`src/rtl/common_types.sv`:
```
// Types and sizes shared between the CPU memory path (cpuunit) and its arbiter.
package common_types;

  localparam int MEM_ADDR_W = 9;
  localparam int MEM_DATA_W = 8;

  typedef logic [MEM_DATA_W-1:0] data_t;
  typedef logic                  port_t;

  typedef enum logic {
    ARB   = 1'b0,
    LOCK1 = 1'b1
  } arb_state_t;

endpackage

```
`src/rtl/rr_pick2.sv`:
```
// Two-way round-robin pick: one-hot grant plus the id of the winner.
module rr_pick2
  import common_types::*;
(
  input  logic [1:0] req,
  input  port_t      last,
  input  logic       mask0,
  output logic [1:0] gnt,
  output port_t      id
);

  logic [1:0] eligible;

  always_comb begin
    // NOTE: gnt is given a default before the case so every path assigns it and no latch is inferred.
    gnt      = 2'b00;
    eligible = {req[1], req[0] & ~mask0};
    case (eligible)
      2'b01:   gnt = 2'b01;
      2'b10:   gnt = 2'b10;
      2'b11:   gnt = (last == 1'b1) ? 2'b01 : 2'b10;
      default: gnt = 2'b00;
    endcase
    id = port_t'(gnt[1]);
  end

endmodule

```
`src/rtl/memarb.sv`:
```
// Round-robin arbiter sharing the single synchronous-read CPU RAM port between
// the CPU bus (port 0) and the debug/loader (port 1), with a port-1 bus lock.
module memarb
  import common_types::*;
#(
  parameter int ADDR_W = MEM_ADDR_W,
  parameter int DATA_W = MEM_DATA_W
) (
  input  logic              clk,
  input  logic              rst,
  input  logic [1:0]        req,
  input  logic [1:0]        we,
  input  logic [ADDR_W-1:0] addr0,
  input  logic [ADDR_W-1:0] addr1,
  input  logic [DATA_W-1:0] wdata0,
  input  logic [DATA_W-1:0] wdata1,
  input  logic              lock1,
  output logic [1:0]        gnt,
  output logic [1:0]        rvalid,
  output logic [DATA_W-1:0] rdata,
  output logic              locked,
  output logic              mem_en,
  output logic              mem_we,
  output logic [ADDR_W-1:0] mem_addr,
  output logic [DATA_W-1:0] mem_wdata,
  input  logic [DATA_W-1:0] mem_rdata
);

  arb_state_t state, state_next;
  port_t      last;
  port_t      pick_id;
  logic [1:0] pick_gnt;
  logic       in_lock;

  assign in_lock = (state == LOCK1);
  assign locked  = in_lock;

  rr_pick2 u_pick (
    .req   (req),
    .last  (last),
    .mask0 (in_lock),
    .gnt   (pick_gnt),
    .id    (pick_id)
  );

  // Reset suppresses the grant so nothing reaches the RAM while rst is high.
  assign gnt = rst ? 2'b00 : pick_gnt;

  always_comb begin
    mem_en    = 1'b0;
    mem_we    = 1'b0;
    mem_addr  = '0;
    mem_wdata = '0;
    if (gnt[1]) begin
      mem_en    = 1'b1;
      mem_we    = we[1];
      mem_addr  = addr1;
      mem_wdata = wdata1;
    end else if (gnt[0]) begin
      mem_en    = 1'b1;
      mem_we    = we[0];
      mem_addr  = addr0;
      mem_wdata = wdata0;
    end
  end

  // Lock is taken only together with a port-1 grant and released as soon as lock1 drops.
  always_comb begin
    state_next = state;
    unique case (state)
      ARB:     if (gnt[1] && lock1) state_next = LOCK1;
      LOCK1:   if (!lock1)          state_next = ARB;
      default: state_next = ARB;
    endcase
  end

  always_ff @(posedge clk) begin
    // NOTE: sequential state uses non-blocking assignments so every flop samples pre-edge values.
    if (rst) begin
      state  <= ARB;
      last   <= 1'b1;
      rvalid <= 2'b00;
    end else begin
      state  <= state_next;
      if (|gnt) last <= pick_id;
      rvalid <= gnt & ~we;
    end
  end

  // The RAM presents read data in the cycle after the grant, which is exactly when rvalid is set.
  assign rdata = (|rvalid) ? mem_rdata : '0;

endmodule

```
`config.mk`:
```
export PLATFORM = sky130hd
export DESIGN_NAME = memarb
export DESIGN_NICKNAME = d
export VERILOG_FILES = /design/src/rtl/common_types.sv /design/src/rtl/rr_pick2.sv /design/src/rtl/memarb.sv
export SDC_FILE = /design/constraint.sdc
export NUM_CORES = 1
export LEC_CHECK = 0
export BUFFER_PORTS_ARGS = -buffer_cell sky130_fd_sc_hd__buf_2
export CORE_MARGIN = 2
export CORE_UTILIZATION = 26
export CTS_CLUSTER_DIAMETER = 200
export DETAILED_ROUTE_END_ITERATION = 8
export GPL_TIMING_DRIVEN = 0
export HOLD_SLACK_MARGIN = 0.06
export PLACE_DENSITY = 0.87
export RECOVER_POWER = 25
export SETUP_SLACK_MARGIN = 0.1
export SYNTH_ARGS = -nofsm -noshare
export SYNTH_HDL_FRONTEND = slang
export SYNTH_SLANG_ARGS = --single-unit
```
`constraint.sdc`:
```
create_clock -name clk -period 3.62 [get_ports clk]
set_clock_uncertainty 0.2 [all_clocks]
set_input_delay 0.362 -clock clk [delete_from_list [all_inputs] [get_ports clk]]
set_output_delay 0.362 -clock clk [all_outputs]
set_load 0.02 [all_outputs]
```
==> impl_metrics.yaml, run 1 <==
placement:
  place_inst: 144
  dp_hpwl_um: 1387
  io_buffers: 80
  gp_congestion: 0.6776
  placed_area_sq_um: 835.8
  dp_slack_ns: 1.763
die:
  num_rows: 14
  die_w_um: 43.97
  fp.dieH_um: 43.97
  dieArea_sq_mm: 0.001933
  core_sq_mm: 0.001506
  start_util_pct: 27.57
  ios: 81
pwr:
  finalPower_mw: 0.2144
  max-vdd-ir-drop_uv: 116.4
  leakage_nw: 0.5067
  power_density_mw_per_mm2: 253.9
clock_network:
  cts_max_path_buffers: 2
  clk_pin_slew_ns: 0.04
  clock-sinks: 4
  postCtsSetupBuffers: 0
  cts_tree: "built"
  hold_buffers: 0
  htree_levels: 1
  ctsResizeCount: 0
  cts_buffers: 3
  clk_latency_ns: 0.24
  root_buffer: "clkbuf_4"
worst_setup_path:
  cp.required_ns: 3.06
  critPathKind: "reg -> out"
  start_kind: "register"
  end_kind: "output port"
  reg2reg_depth: 4
  critPathArrivalTime_ns: 1.63
  cp_max_fo: 10
global_routing:
  grt_use_total_pct: 16.58
  grt_use_met2_pct: 29.12
  grt_pass1_wl_um: 2435
  top_usage_layer: "met2"
  grt_overflow: 0
  grtUsageMet1_pct: 17.16
  grt_pass1_vias: 612
  antenna_found_initial: 0
  use_met3_pct: 6.250
  grt_max_degree: 11
timing:
  slew_headroom_pct: 69.48
  finalCritPeriodShare_pct: 60.54
  max_freq_mhz: 456.3
  worst_pin_slew_ns: 0.4562
  fin_tns_setup_ns: 0
  finalHoldViolations: 0
  slew_viol_final: 0
  rsz0062_at_grt: "no"
  fin_crit_ns: 2.192
  setup_viol: 0
  fin_ws_ns: 1.428
  hold-worst-slack_ns: 0.09686
finish:
  drive_gt1_share_pct: 63.36
  final_util_pct: 56.06
  area_delta_synth_final_pct: 103.3
  stdcell_area_sq_um: 844.6
  final_cells: 147
  nNetsFinal: 182
  antennaDiodeCount: 0
synth:
  synth_top_area_share_pct: 37.95
  yosysMostFrequentCell: "a22o_1"
  synth-edff-count: 0
  ys_top_cells_by_area: "a22o_1, dfxtp_1, nor2b_1, buf_6, and3b_4"
  synth_flop_cell: "dfxtp_1"
  synth_common_cells: "a22o_1, nor2b_1, dfxtp_1"
  synthCells: 48
  async_reset_ff_share_pct: 0
  synth_fp_nets: 97
  synth.distinct_cells: 17
  avgSynthCellArea_sq_um: 8.654
  yosysTopAreaCell: "a22o_1"
  seq_area_frac_synth_pct: 19.28
  yosys_warnings: 0
  synth-seq-cells: 4
  syn_area_sq_um: 415.4
detailed_routing:
  wl_um: 1641
  drt_pre_antenna_iters: 3
  ant_nets: 0
  vias: 704
  routedWlPerCell_um: 11.16
  detail_route.iter0.violations: 7
  drc: 0
  avgViaCountPerCell: 4.789
job:
  max-cap-violations: 0
worst_hold_path:
  hold_class: "in -> reg"
  hold_depth: 2
outcome:
  outcome: "finished clean"
[per-layer routing]
layer	wire length [um]	vias up
li1	-	353
met1	560	298
met2	830	50
met3	235	3
met4	14	0
met5	0	-
[report_power, final]
group	switching (mW)	internal [mW]
Sequential	0.00155	0.0466
Clock	0.0183	0.0371
Combinational	0.0593	0.0515
Total	0.0792	0.135
[cells by family (layout without fill, tap and decap cells)]
kind of cell | after synthesis | count (layout) | share of synthesized area, %
compound gates | 20 | 20 | 40.36
buf+inv | 4 | 87 | 8.433
flops | 4 | 4 | 19.28
simple gates | 20 | 20 | 31.93
[worst max-delay path, cell delays in order, from the launching register on]
cell and delay, ns:
dfxtp_1 0.35, nand3b_1 0.13, and3b_4 0.21, clkbuf_1 0.34
a22o_1 0.21, buf_2 0.16
[cell usage in the layout (no fill, tap or decap), drive strengths merged, types with 2 or more instances in the layout]
| cell type | count |
|---|---|
| a22o | 18 |
| buf | 78 |
| clkbuf | 9 |
| dfxtp | 4 |
| nand2b | 2 |
| nor2b | 10 |
[worst paths after layout]
path	start	end	slack, ns
hold / removal	we[1]	rvalid[1]	0.1
setup / recovery	locked	mem_wdata[2]	1.43
setup reg to reg	locked	rvalid[1]	2.16
hold reg to reg	locked	locked	0.33
[final cells by class]
class | count | area [sq um]
fillers | 153 | 661.9
repair buffers | 80 | 394.1
multi-input cells | 40 | 300.3
flip-flops and latches | 4 | 80.08
plain buffers | 4 | 27.53
clock buffers | 3 | 22.52
well taps | 16 | 20.02
[state kept, by name, indices dropped and copies added, names as in the netlist]
register	count
last	1
locked	1
rvalid	2
Note: power is estimated with default switching activity, not from simulation.
==> inputs of run 2 (changes only) <==
Settings changed: CORE_UTILIZATION 26 to 24, PLACE_DENSITY 0.87 to 0.81.
Clock period 3.62 ns to 2.3 ns, I/O delays scaled along.
==> impl_metrics.yaml, run 2 (same netlist as run 1, synthesis figures left out) <==
placement:
  gp_congestion: 0.7012
  io_buffers: 80
  dp_hpwl_um: 1301
timing:
  max_freq_mhz: 464.4
  worst_pin_slew_ns: 0.4393
  finalHoldViolations: 0
  hold-worst-slack_ns: 0.06893
  rsz0062_at_grt: "no"
  slew_headroom_pct: 70.61
  slew_viol_final: 0
  fin_crit_ns: 2.153
  setup_viol: 0
  fin_tns_setup_ns: 0
  finalCritPeriodShare_pct: 93.63
worst_setup_path:
  cp.required_ns: 1.87
  crit_start: "rst"
  end_kind: "output port"
  start_kind: "input pin"
  rrSetupSlack_ns: 0.75
  reg2reg_depth: 3
  r2r_start: "locked"
  critPathArrivalTime_ns: 1.72
  reg2reg_to: "rvalid[0]"
  cp_max_fo: 10
  critPathKind: "in -> out"
global_routing:
  antenna_found_initial: 0
  grt_overflow: 0
  grt_pass1_wl_um: 1821
  grt_pass1_vias: 493
  grt_max_degree: 11
  grt_use_total_pct: 12.08
detailed_routing:
  vias: 738
  ant_nets: 0
  routedWlPerCell_um: 10.24
  detail_route.iter0.violations: 2
  wl_um: 1566
  drt_pre_antenna_iters: 4
  avgViaCountPerCell: 4.824
  drc: 0
outcome:
  outcome: "finished clean"
pwr:
  power_density_mw_per_mm2: 382.1
  switching_share_pct: 36.41
  finalPower_mw: 0.3438
  intPower_mw: 0.2186
  max-vdd-ir-drop_uv: 362.4
  p_seq_share_pct: 22.1
  p_sw_mw: 0.1252
  combinationalPowerShare_pct: 52.5
  p_clk_share_pct: 25.4
  leakage_nw: 0.5261
clock_network:
  postCtsSetupBuffers: 0
  clock-sinks: 4
  clk_latency_ns: 0.23
  cts_tree: "built"
  root_buffer: "clkbuf_4"
  htree_levels: 1
  cts_max_path_buffers: 2
  cts_buffers: 3
  clk_pin_slew_ns: 0.04
die:
  fp.dieH_um: 45.61
  num_rows: 15
  dieArea_sq_mm: 0.002080
  start_util_pct: 24.87
  ios: 81
  core_sq_mm: 0.001670
  die_w_um: 45.61
finish:
  mostFrequentLayoutCells: "buf_2, a22o_1, nor2b_1, clkbuf_1, dlygate4sd3_1"
  fillers: 167
  regArea_sq_um: 80.08
  antennaDiodeCount: 0
  area_delta_synth_final_pct: 116.6
  final_util_pct: 53.86
  multi_input_area_sq_um: 300.3
  nNetsFinal: 187
  final_common_cell: "buf_2"
  drive_gt1_share_pct: 59.56
  top_register: "rvalid"
  largest_reg_flops: 2
worst_hold_path:
  hold_depth: 3
  hold_class: "in -> reg"
  holdPathEnd: "last"
  min-delay-start: "req[1]"
job:
  max-cap-violations: 0
## run 2: cell count changes in the layout (fill, tap and decap cells not counted), sizes merged
cell,before,now
buf,78,76
clkbuf,9,11
dlygate4sd3,0,5
## run 2: worst max path at each step
stage / to / slack, ns / cells after the start
floorplan: mem_addr[7] / 0.68 / 4
global route: mem_addr[7] / 0.1 / 6
global placement: mem_we / 0.70 / 5
CTS: mem_we / 0.20 / 6
finish: mem_we / 0.15 / 6
detailed placement: mem_we / 0.65 / 5
## run 2: repair_timing
| action | CTS | global route |
|---|---|---|
| hold buffers | 5 | 0 |
| resized for setup | 0 | 0 |
| endpoints found under the hold margin | 4 | 0 |
## run 2: power groups by stage
stage / Combinational [mW] / Clock, mW / Sequential, mW
after floorplan: 0.0974 / 0 / 0.0792
after global placement: 0.175 / 0 / 0.0767
after detailed placement: 0.178 / 0 / 0.0771
after CTS: 0.184 / 0.0915 / 0.0760
after global routing: 0.195 / 0.0983 / 0.0764
final: 0.180 / 0.0873 / 0.0761
## run 2: critical path, cell delays in order
cell and delay (ns):
dlygate4sd3_1 0.52, clkbuf_1 0.20, and3b_4 0.25, buf_6 0.13, a22o_1 0.22, buf_2 0.16
## run 2: final cells by class
class	instances	share of cell area [%]
Timing Repair Buffer	85	48.96
Sequential cell	4	8.901
Tap cell	17	2.364
Multi-Input combinational cell	40	33.38
Buffer	4	3.894
Clock buffer	3	2.503
## run 2: metal layers
metal  global-route usage, %  vias up  part of all wire (%)
li1                        -      362                     -
met1                   13.78      319                    37
met2                   21.41       57                    49
met3                   4.762        0                    14
met4                   1.765        0                     0
met5                       0        -                     0
## run 2: per-stage QoR
step / std cells / setup slack, ns / cell area, sq um
CTS: 153 / 0.2003 / 909.6
detailed placement: 145 / 0.6490 / 837.1
global route: 153 / 0.09769 / 899.6
floorplan: 48 / 0.6801 / 415.4
global placement: 145 / 0.6967 / 837.1
finish: 153 / 0.1465 / 899.6
